===== config.mk =====
export PLATFORM = sky130hd
export DESIGN_NAME = mae_pipe
export DESIGN_NICKNAME = d
export VERILOG_FILES = /design/src/rtl/mae_pkg.sv /design/src/rtl/mae_stage.sv /design/src/rtl/mae_pipe.sv
export SDC_FILE = /design/constraint.sdc
export NUM_CORES = 1
export LEC_CHECK = 0
export CELL_PAD_IN_SITES_DETAIL_PLACEMENT = 0
export CELL_PAD_IN_SITES_GLOBAL_PLACEMENT = 1
export CORE_MARGIN = 10
export CORE_UTILIZATION = 35
export DETAILED_ROUTE_END_ITERATION = 6
export PLACE_DENSITY = 0.65
export SYNTH_ARGS = -nofsm -noshare
export SYNTH_HDL_FRONTEND = slang
export SYNTH_HIERARCHICAL = 1
export SYNTH_SLANG_ARGS = --single-unit

===== constraint.sdc =====
create_clock -name CLK -period 8.23 [get_ports CLK]
set_input_delay 2.0575 -clock CLK [delete_from_list [all_inputs] [get_ports CLK]]
set_output_delay 2.0575 -clock CLK [all_outputs]
set_load 0.05 [all_outputs]

===== src/rtl/mae_pkg.sv =====
// mae_pkg -- shared types and helpers for the multiply/accumulate pipeline.
//   mae_post_e   : post-adder mode (product only, product+C, accumulate)
//   mae_sat_max  : largest value of a signed/unsigned range of a given width
//   mae_sat_min  : smallest value of a signed/unsigned range of a given width
// The limit functions return MAE_MAX_W bits; callers slice to their width.
package mae_pkg;

  typedef enum logic [1:0] {
    MAE_POST_NONE = 2'd0,
    MAE_POST_ADDC = 2'd1,
    MAE_POST_ACC  = 2'd2
  } mae_post_e;

  localparam int unsigned MAE_MAX_W = 256;

  // Upper clamp limit: 2^(w-1)-1 for signed, 2^w-1 for unsigned.
  function automatic logic [MAE_MAX_W-1:0] mae_sat_max(input logic is_signed,
                                                       input int unsigned width);
    logic [MAE_MAX_W-1:0] ones_v;
    ones_v = {MAE_MAX_W{1'b1}};
    if (is_signed) begin
      mae_sat_max = ones_v >> (MAE_MAX_W - width + 32'd1);
    end else begin
      mae_sat_max = ones_v >> (MAE_MAX_W - width);
    end
  endfunction

  // Lower clamp limit: -2^(w-1) (as a w-bit pattern) for signed, 0 for unsigned.
  function automatic logic [MAE_MAX_W-1:0] mae_sat_min(input logic is_signed,
                                                       input int unsigned width);
    logic [MAE_MAX_W-1:0] one_v;
    one_v = {{(MAE_MAX_W-1){1'b0}}, 1'b1};
    if (is_signed) begin
      mae_sat_min = one_v << (width - 32'd1);
    end else begin
      mae_sat_min = {MAE_MAX_W{1'b0}};
    end
  endfunction

endpackage


===== src/rtl/mae_stage.sv =====
// mae_stage -- one bypassable pipeline register.
//   CLK    : rising-edge clock
//   ARST_N : asynchronous active-low clear
//   SRST_N : synchronous active-low clear, wins over CE
//   CE     : clock enable, 0 holds the register
//   D / Q  : W-bit data in / out
// With BYPASS=1 the stage is a wire and the control inputs are ignored.
module mae_stage #(
  parameter int W      = 1,
  parameter bit BYPASS = 1'b0
) (
  input  logic         CLK,
  input  logic         ARST_N,
  input  logic         SRST_N,
  input  logic         CE,
  input  logic [W-1:0] D,
  output logic [W-1:0] Q
);

  if (BYPASS) begin : g_bypass
    logic unused_ctl_s;
    assign unused_ctl_s = ^{CLK, ARST_N, SRST_N, CE};
    assign Q = D;
  end else begin : g_reg
    logic [W-1:0] q_r;

    // Stage register: async clear, then sync clear regardless of CE, then CE load.
    always_ff @(posedge CLK or negedge ARST_N) begin
      if (!ARST_N) begin
        q_r <= {W{1'b0}};
      end else if (!SRST_N) begin
        q_r <= {W{1'b0}};
      end else if (CE) begin
        q_r <= D;
      end
    end

    assign Q = q_r;
  end

endmodule


===== src/rtl/mae_pipe.sv =====
// mae_pipe -- pipelined multiplier with optional post-adder / accumulator.
//   CLK, ARST_N, SRST_N, CE : clock, async clear, sync clear, clock enable
//   A, B                    : multiplier operands (signed if SIGNED=1)
//   C                       : addend for ADDC mode, travels with A/B
//   IN_VALID, ACC_CLR       : operation valid / accumulator load, travel with data
//   P, OUT_VALID, OVF       : result, result valid, saturation flag
// Stages: input (REG_IN) -> product (REG_M) -> output/accumulator (REG_P).
// Build option: define MAE_SAT_EN for saturating ADDC/ACC arithmetic with OVF;
// without it results wrap and OVF is always 0.
module mae_pipe
  import mae_pkg::*;
#(
  parameter int        A_WIDTH   = 18,
  parameter int        B_WIDTH   = 18,
  parameter int        P_WIDTH   = 40,
  parameter int        SIGNED    = 1,
  parameter int        REG_IN    = 1,
  parameter int        REG_M     = 0,
  parameter int        REG_P     = 1,
  parameter mae_post_e POST_MODE = MAE_POST_NONE
) (
  input  logic               CLK,
  input  logic               ARST_N,
  input  logic               SRST_N,
  input  logic               CE,
  input  logic [A_WIDTH-1:0] A,
  input  logic [B_WIDTH-1:0] B,
  input  logic [P_WIDTH-1:0] C,
  input  logic               IN_VALID,
  input  logic               ACC_CLR,
  output logic [P_WIDTH-1:0] P,
  output logic               OUT_VALID,
  output logic               OVF
);

  localparam int AB_W = A_WIDTH + B_WIDTH;
  localparam int IN_W = 2 + P_WIDTH + A_WIDTH + B_WIDTH;  // clr, valid, C, B, A
  localparam int M_W  = 2 + 2 * P_WIDTH;                  // clr, valid, C, product
  localparam int O_W  = 2 + P_WIDTH;                      // ovf, valid, result

  if (P_WIDTH < AB_W) begin : g_chk_width
    $error("mae_pipe: P_WIDTH must be at least A_WIDTH + B_WIDTH");
  end
  if ((POST_MODE == MAE_POST_ACC) && (REG_P == 32'sd0)) begin : g_chk_acc
    $error("mae_pipe: accumulate mode needs REG_P = 1");
  end

  // ---------------------------------------------------------------- input stage
  logic [IN_W-1:0]    in_d_s;
  logic [IN_W-1:0]    in_q_s;
  logic [A_WIDTH-1:0] a_i_s;
  logic [B_WIDTH-1:0] b_i_s;
  logic [P_WIDTH-1:0] c_i_s;
  logic               vld_i_s;
  logic               clr_i_s;

  assign in_d_s = {ACC_CLR, IN_VALID, C, B, A};

  mae_stage #(.W(IN_W), .BYPASS(REG_IN == 32'sd0)) u_stage_in (
    .CLK    (CLK),
    .ARST_N (ARST_N),
    .SRST_N (SRST_N),
    .CE     (CE),
    .D      (in_d_s),
    .Q      (in_q_s)
  );

  assign {clr_i_s, vld_i_s, c_i_s, b_i_s, a_i_s} = in_q_s;

  // ------------------------------------------------------------------ product
  // Operands are widened to the full product width first so the multiply is
  // exact; the product is then extended to P_WIDTH with the operand signedness.
  logic [P_WIDTH-1:0] prod_s;

  if (SIGNED != 32'sd0) begin : g_sgn
    logic signed [AB_W-1:0] a_ext_s;
    logic signed [AB_W-1:0] b_ext_s;
    logic signed [AB_W-1:0] prod_full_s;
    assign a_ext_s     = AB_W'($signed(a_i_s));
    assign b_ext_s     = AB_W'($signed(b_i_s));
    assign prod_full_s = a_ext_s * b_ext_s;
    assign prod_s      = P_WIDTH'(prod_full_s);
  end else begin : g_uns
    logic [AB_W-1:0] a_ext_s;
    logic [AB_W-1:0] b_ext_s;
    logic [AB_W-1:0] prod_full_s;
    assign a_ext_s     = AB_W'(a_i_s);
    assign b_ext_s     = AB_W'(b_i_s);
    assign prod_full_s = a_ext_s * b_ext_s;
    assign prod_s      = P_WIDTH'(prod_full_s);
  end

  // ------------------------------------------------------------ product stage
  logic [M_W-1:0]     m_d_s;
  logic [M_W-1:0]     m_q_s;
  logic [P_WIDTH-1:0] prod_m_s;
  logic [P_WIDTH-1:0] c_m_s;
  logic               vld_m_s;
  logic               clr_m_s;

  assign m_d_s = {clr_i_s, vld_i_s, c_i_s, prod_s};

  mae_stage #(.W(M_W), .BYPASS(REG_M == 32'sd0)) u_stage_m (
    .CLK    (CLK),
    .ARST_N (ARST_N),
    .SRST_N (SRST_N),
    .CE     (CE),
    .D      (m_d_s),
    .Q      (m_q_s)
  );

  assign {clr_m_s, vld_m_s, c_m_s, prod_m_s} = m_q_s;

  // --------------------------------------------------------------- post-adder
  logic [P_WIDTH-1:0] acc_fb_s;   // current accumulator (ACC mode only)
  logic               ovf_fb_s;   // current flag, held across bubbles
  logic [P_WIDTH-1:0] addend_s;
  logic [P_WIDTH-1:0] res_s;
  logic               res_ovf_s;
  logic [P_WIDTH-1:0] p_res_s;
  logic               p_vld_s;
  logic               p_ovf_s;

  // Feedback exists only in accumulate mode, so no loop forms when REG_P bypasses.
  if (POST_MODE == MAE_POST_ACC) begin : g_acc_fb
    assign acc_fb_s = p_res_s;
    assign ovf_fb_s = p_ovf_s;
  end else begin : g_no_fb
    assign acc_fb_s = {P_WIDTH{1'b0}};
    assign ovf_fb_s = 1'b0;
  end

  // Second adder operand: C, the accumulator, or zero (product only / ACC load).
  always_comb begin
    addend_s = {P_WIDTH{1'b0}};
    case (POST_MODE)
      MAE_POST_ADDC: addend_s = c_m_s;
      MAE_POST_ACC: begin
        if (clr_m_s) begin
          addend_s = {P_WIDTH{1'b0}};
        end else begin
          addend_s = acc_fb_s;
        end
      end
      default: addend_s = {P_WIDTH{1'b0}};
    endcase
  end

`ifdef MAE_SAT_EN
  localparam logic [P_WIDTH-1:0] SAT_MAX = P_WIDTH'(mae_sat_max(SIGNED != 32'sd0, P_WIDTH));
  localparam logic [P_WIDTH-1:0] SAT_MIN = P_WIDTH'(mae_sat_min(SIGNED != 32'sd0, P_WIDTH));

  logic [P_WIDTH-1:0] sum_s;
  logic               carry_s;
  logic               ovf_raw_s;

  assign {carry_s, sum_s} = {1'b0, prod_m_s} + {1'b0, addend_s};

  // Overflow detect and clamp; signed overflow direction follows the operand sign.
  always_comb begin
    ovf_raw_s = 1'b0;
    res_s     = sum_s;
    res_ovf_s = 1'b0;
    if (SIGNED != 32'sd0) begin
      ovf_raw_s = (prod_m_s[P_WIDTH-1] == addend_s[P_WIDTH-1]) &&
                  (sum_s[P_WIDTH-1] != prod_m_s[P_WIDTH-1]);
    end else begin
      ovf_raw_s = carry_s;
    end
    if (ovf_raw_s) begin
      res_ovf_s = 1'b1;
      if ((SIGNED != 32'sd0) && prod_m_s[P_WIDTH-1]) begin
        res_s = SAT_MIN;
      end else begin
        res_s = SAT_MAX;
      end
    end else begin
      res_ovf_s = 1'b0;
      res_s     = sum_s;
    end
  end
`else
  assign res_s     = prod_m_s + addend_s;
  assign res_ovf_s = 1'b0;
`endif

  // ------------------------------------------------------------- output stage
  logic [O_W-1:0] o_d_s;
  logic [O_W-1:0] o_q_s;

  // In ACC mode a bubble keeps result and flag and only drops the valid bit.
  always_comb begin
    o_d_s = {res_ovf_s, vld_m_s, res_s};
    if ((POST_MODE == MAE_POST_ACC) && !vld_m_s) begin
      o_d_s = {ovf_fb_s, 1'b0, acc_fb_s};
    end else begin
      o_d_s = {res_ovf_s, vld_m_s, res_s};
    end
  end

  mae_stage #(.W(O_W), .BYPASS(REG_P == 32'sd0)) u_stage_p (
    .CLK    (CLK),
    .ARST_N (ARST_N),
    .SRST_N (SRST_N),
    .CE     (CE),
    .D      (o_d_s),
    .Q      (o_q_s)
  );

  assign {p_ovf_s, p_vld_s, p_res_s} = o_q_s;

  assign P         = p_res_s;
  assign OUT_VALID = p_vld_s;
  assign OVF       = p_ovf_s;

endmodule


==> metrics <==
Max transition margin 0.352; YS warnings 6; sequential cell area between 1500 and 2000 sq um; FMAX 0.139 GHz; GR Util met1 0.186; busiest grt layer met2; global-route wire length before repair about 64000 microns; initial core utilization 0.352; final setup fails 0; mapped cell area about 16000 sq um; Mapped Cells between 1500 and 2000; Max IR drop VDD 0.208 mV; Area Growth Syn to Fin 8.27%; RSZ-0062 raised after global routing no; Detail Placement HPWL 31700 microns; Fin Setup TNS 0 ns; worst setup path category flop to flop; vias in the first global route between 10000 and 15000; Max Cap Violations 0; core area roughly 45000 sq um; Die Width 233 microns; Tightest Pin Transition ~0.97 ns; Post-Place Cells 2230; status complete, no violations; H-tree levels 3; Post-CTS Setup Bufs 0; Total Wirelength ~39000 microns; height of the die roughly 230 microns; routability cong. between 0.8 and 0.9; Via density 4.59; worst skew pair latency between 0.3 and 0.4 ns; CP Max Fanout 19; Filler cells about 4600; Post-Layout Cell Count about 2200; most frequent cells in the layout inv_1, fa_1, nand2_1; # IOs between 100 and 150; detailed-route DRC error count 0; Hold Vio Cnt, Final 0; syn_nets 2144; DR WL/cell ~17 microns; port bufs 82; CTS root buffer clkbuf_16; Worst Hold Class flop to flop; CTS tree done; fin crit period just over 7 ns; area of the die around 54000 sq um; Mapped Avg Cell Area 9.70 sq um; layout cells sized above 1 0.0273; initial antenna violation count 0; CP arrival roughly 7.5 ns; GR Overflow Total 0; Multi-input gate area about 12000 sq um; total number of vias ~10000; most common cell after layout, fill and taps aside inv_1; Rows between 70 and 80; Final period util 0.874; Worst Skew between 0.01 and 0.015 ns; maximum clock path buffer count 2; Clk pin slew, worst setup/hold paths about 0.07 ns; Global Route Usage Sum 0.152; type of origin of the critical path flop; Lkg Pwr slightly below 9 nW; clock sink count ~80; crit path capture type flop; CP Data Required Time about 8.5 ns; 1st-iter DRT viols roughly 420; Nets 2145; met2 Resource Use GR 0.281; M3 GR Usage 0.0217; largest net degree at the start of global routing 80; CTS Buf Count 9; CTS Hold Bufs 0; PwrDens between 100 and 150 nW/um^2; Final ANT Viol Nets 0; DRT Pass-1 Iters 5; post_cts resized 0; Max Slew Vio Count 0
worst paths after layout:
| check | start | to | slack (ns) | cells after the start |
|---|---|---|---|---|
| worst max-delay path | u_stage_in/Q[22] | u_stage_p/Q[39] | 1.04 | 20 |
| worst min-delay path | u_stage_p/Q[38] | u_stage_p/Q[38] | 0.55 | 2 |
| worst max register to register | u_stage_in/Q[22] | u_stage_p/Q[39] | 1.04 | 20 |
| worst min register to register | u_stage_p/Q[38] | u_stage_p/Q[38] | 0.55 | 2 |
| max in group asynchronous | ARST_N | u_stage_p/Q[10] | 5.59 | 2 |
| min in group asynchronous | ARST_N | u_stage_p/Q[36] | 1.58 | 1 |
through the flow:
stage | cell area, sq um | total power [mW] | util | setup slack [ns] | hold WS [ns]
2_1_floorplan | 15900 | 1.57 | - | 1.62 | 0.507
3_3_place_gp | 16900 | 1.83 | 0.375 | 1.10 | 0.523
3_5_place_dp | 16900 | 1.84 | 0.375 | 0.989 | 0.536
4_1_cts | 17200 | 2.25 | 0.381 | 0.989 | 0.553
5_1_grt | 17200 | 2.39 | 0.381 | 0.621 | 0.564
6_report | 17200 | 2.21 | 0.381 | 1.04 | 0.546
where the power goes:
group / switching, mW / internal [mW]
logic: 0.771 / 0.500
registers: 0.0917 / 0.442
clock network: 0.183 / 0.218
total: 1.05 / 1.16
registers in the layout (all words and copies together), names as in the netlist:
name,flops
u_stage_in/Q,37
u_stage_p/Q,42
final cells by class:
| class | count | share of cell area |
|---|---|---|
| well taps | 600 | 0.0436 |
| clock inverters | 6 | 0.00298 |
| flip-flops and latches | 79 | 0.115 |
| clock buffers | 10 | 0.0139 |
| inverters | 368 | 0.0802 |
| diodes | 1 | 0.000145 |
| repair buffers | 99 | 0.0545 |
| multi-input cells | 1084 | 0.690 |
metal layers:
layer | share of wire | wire [microns] | up-vias
met1 | 0.42 | 16500 | 5373
met2 | 0.54 | 21100 | 125
li1 | - | - | 4793
met3 | 0.028 | 1120 | 29
met4 | 0.012 | 470 | 0
met5 | 0 | 0 | -
worst max-delay path, stage by stage (launching register included):
cell and delay (ns):
dfrtp_1 0.88, nand2_1 0.24, fa_1 0.56, inv_1 0.15
fa_1 0.90, fa_1 0.54, fa_1 0.56, fa_1 0.51
inv_1 0.05, fa_1 0.48, inv_1 0.04, ha_1 0.36
a21o_1 0.21, a21o_1 0.17, a21oi_1 0.17, o21ai_1 0.10
a211o_1 0.31, a2111o_1 0.36, o211ai_1 0.26, mux2i_1 0.15
nor2b_1 0.14
Power figures use the tool's default switching activity.
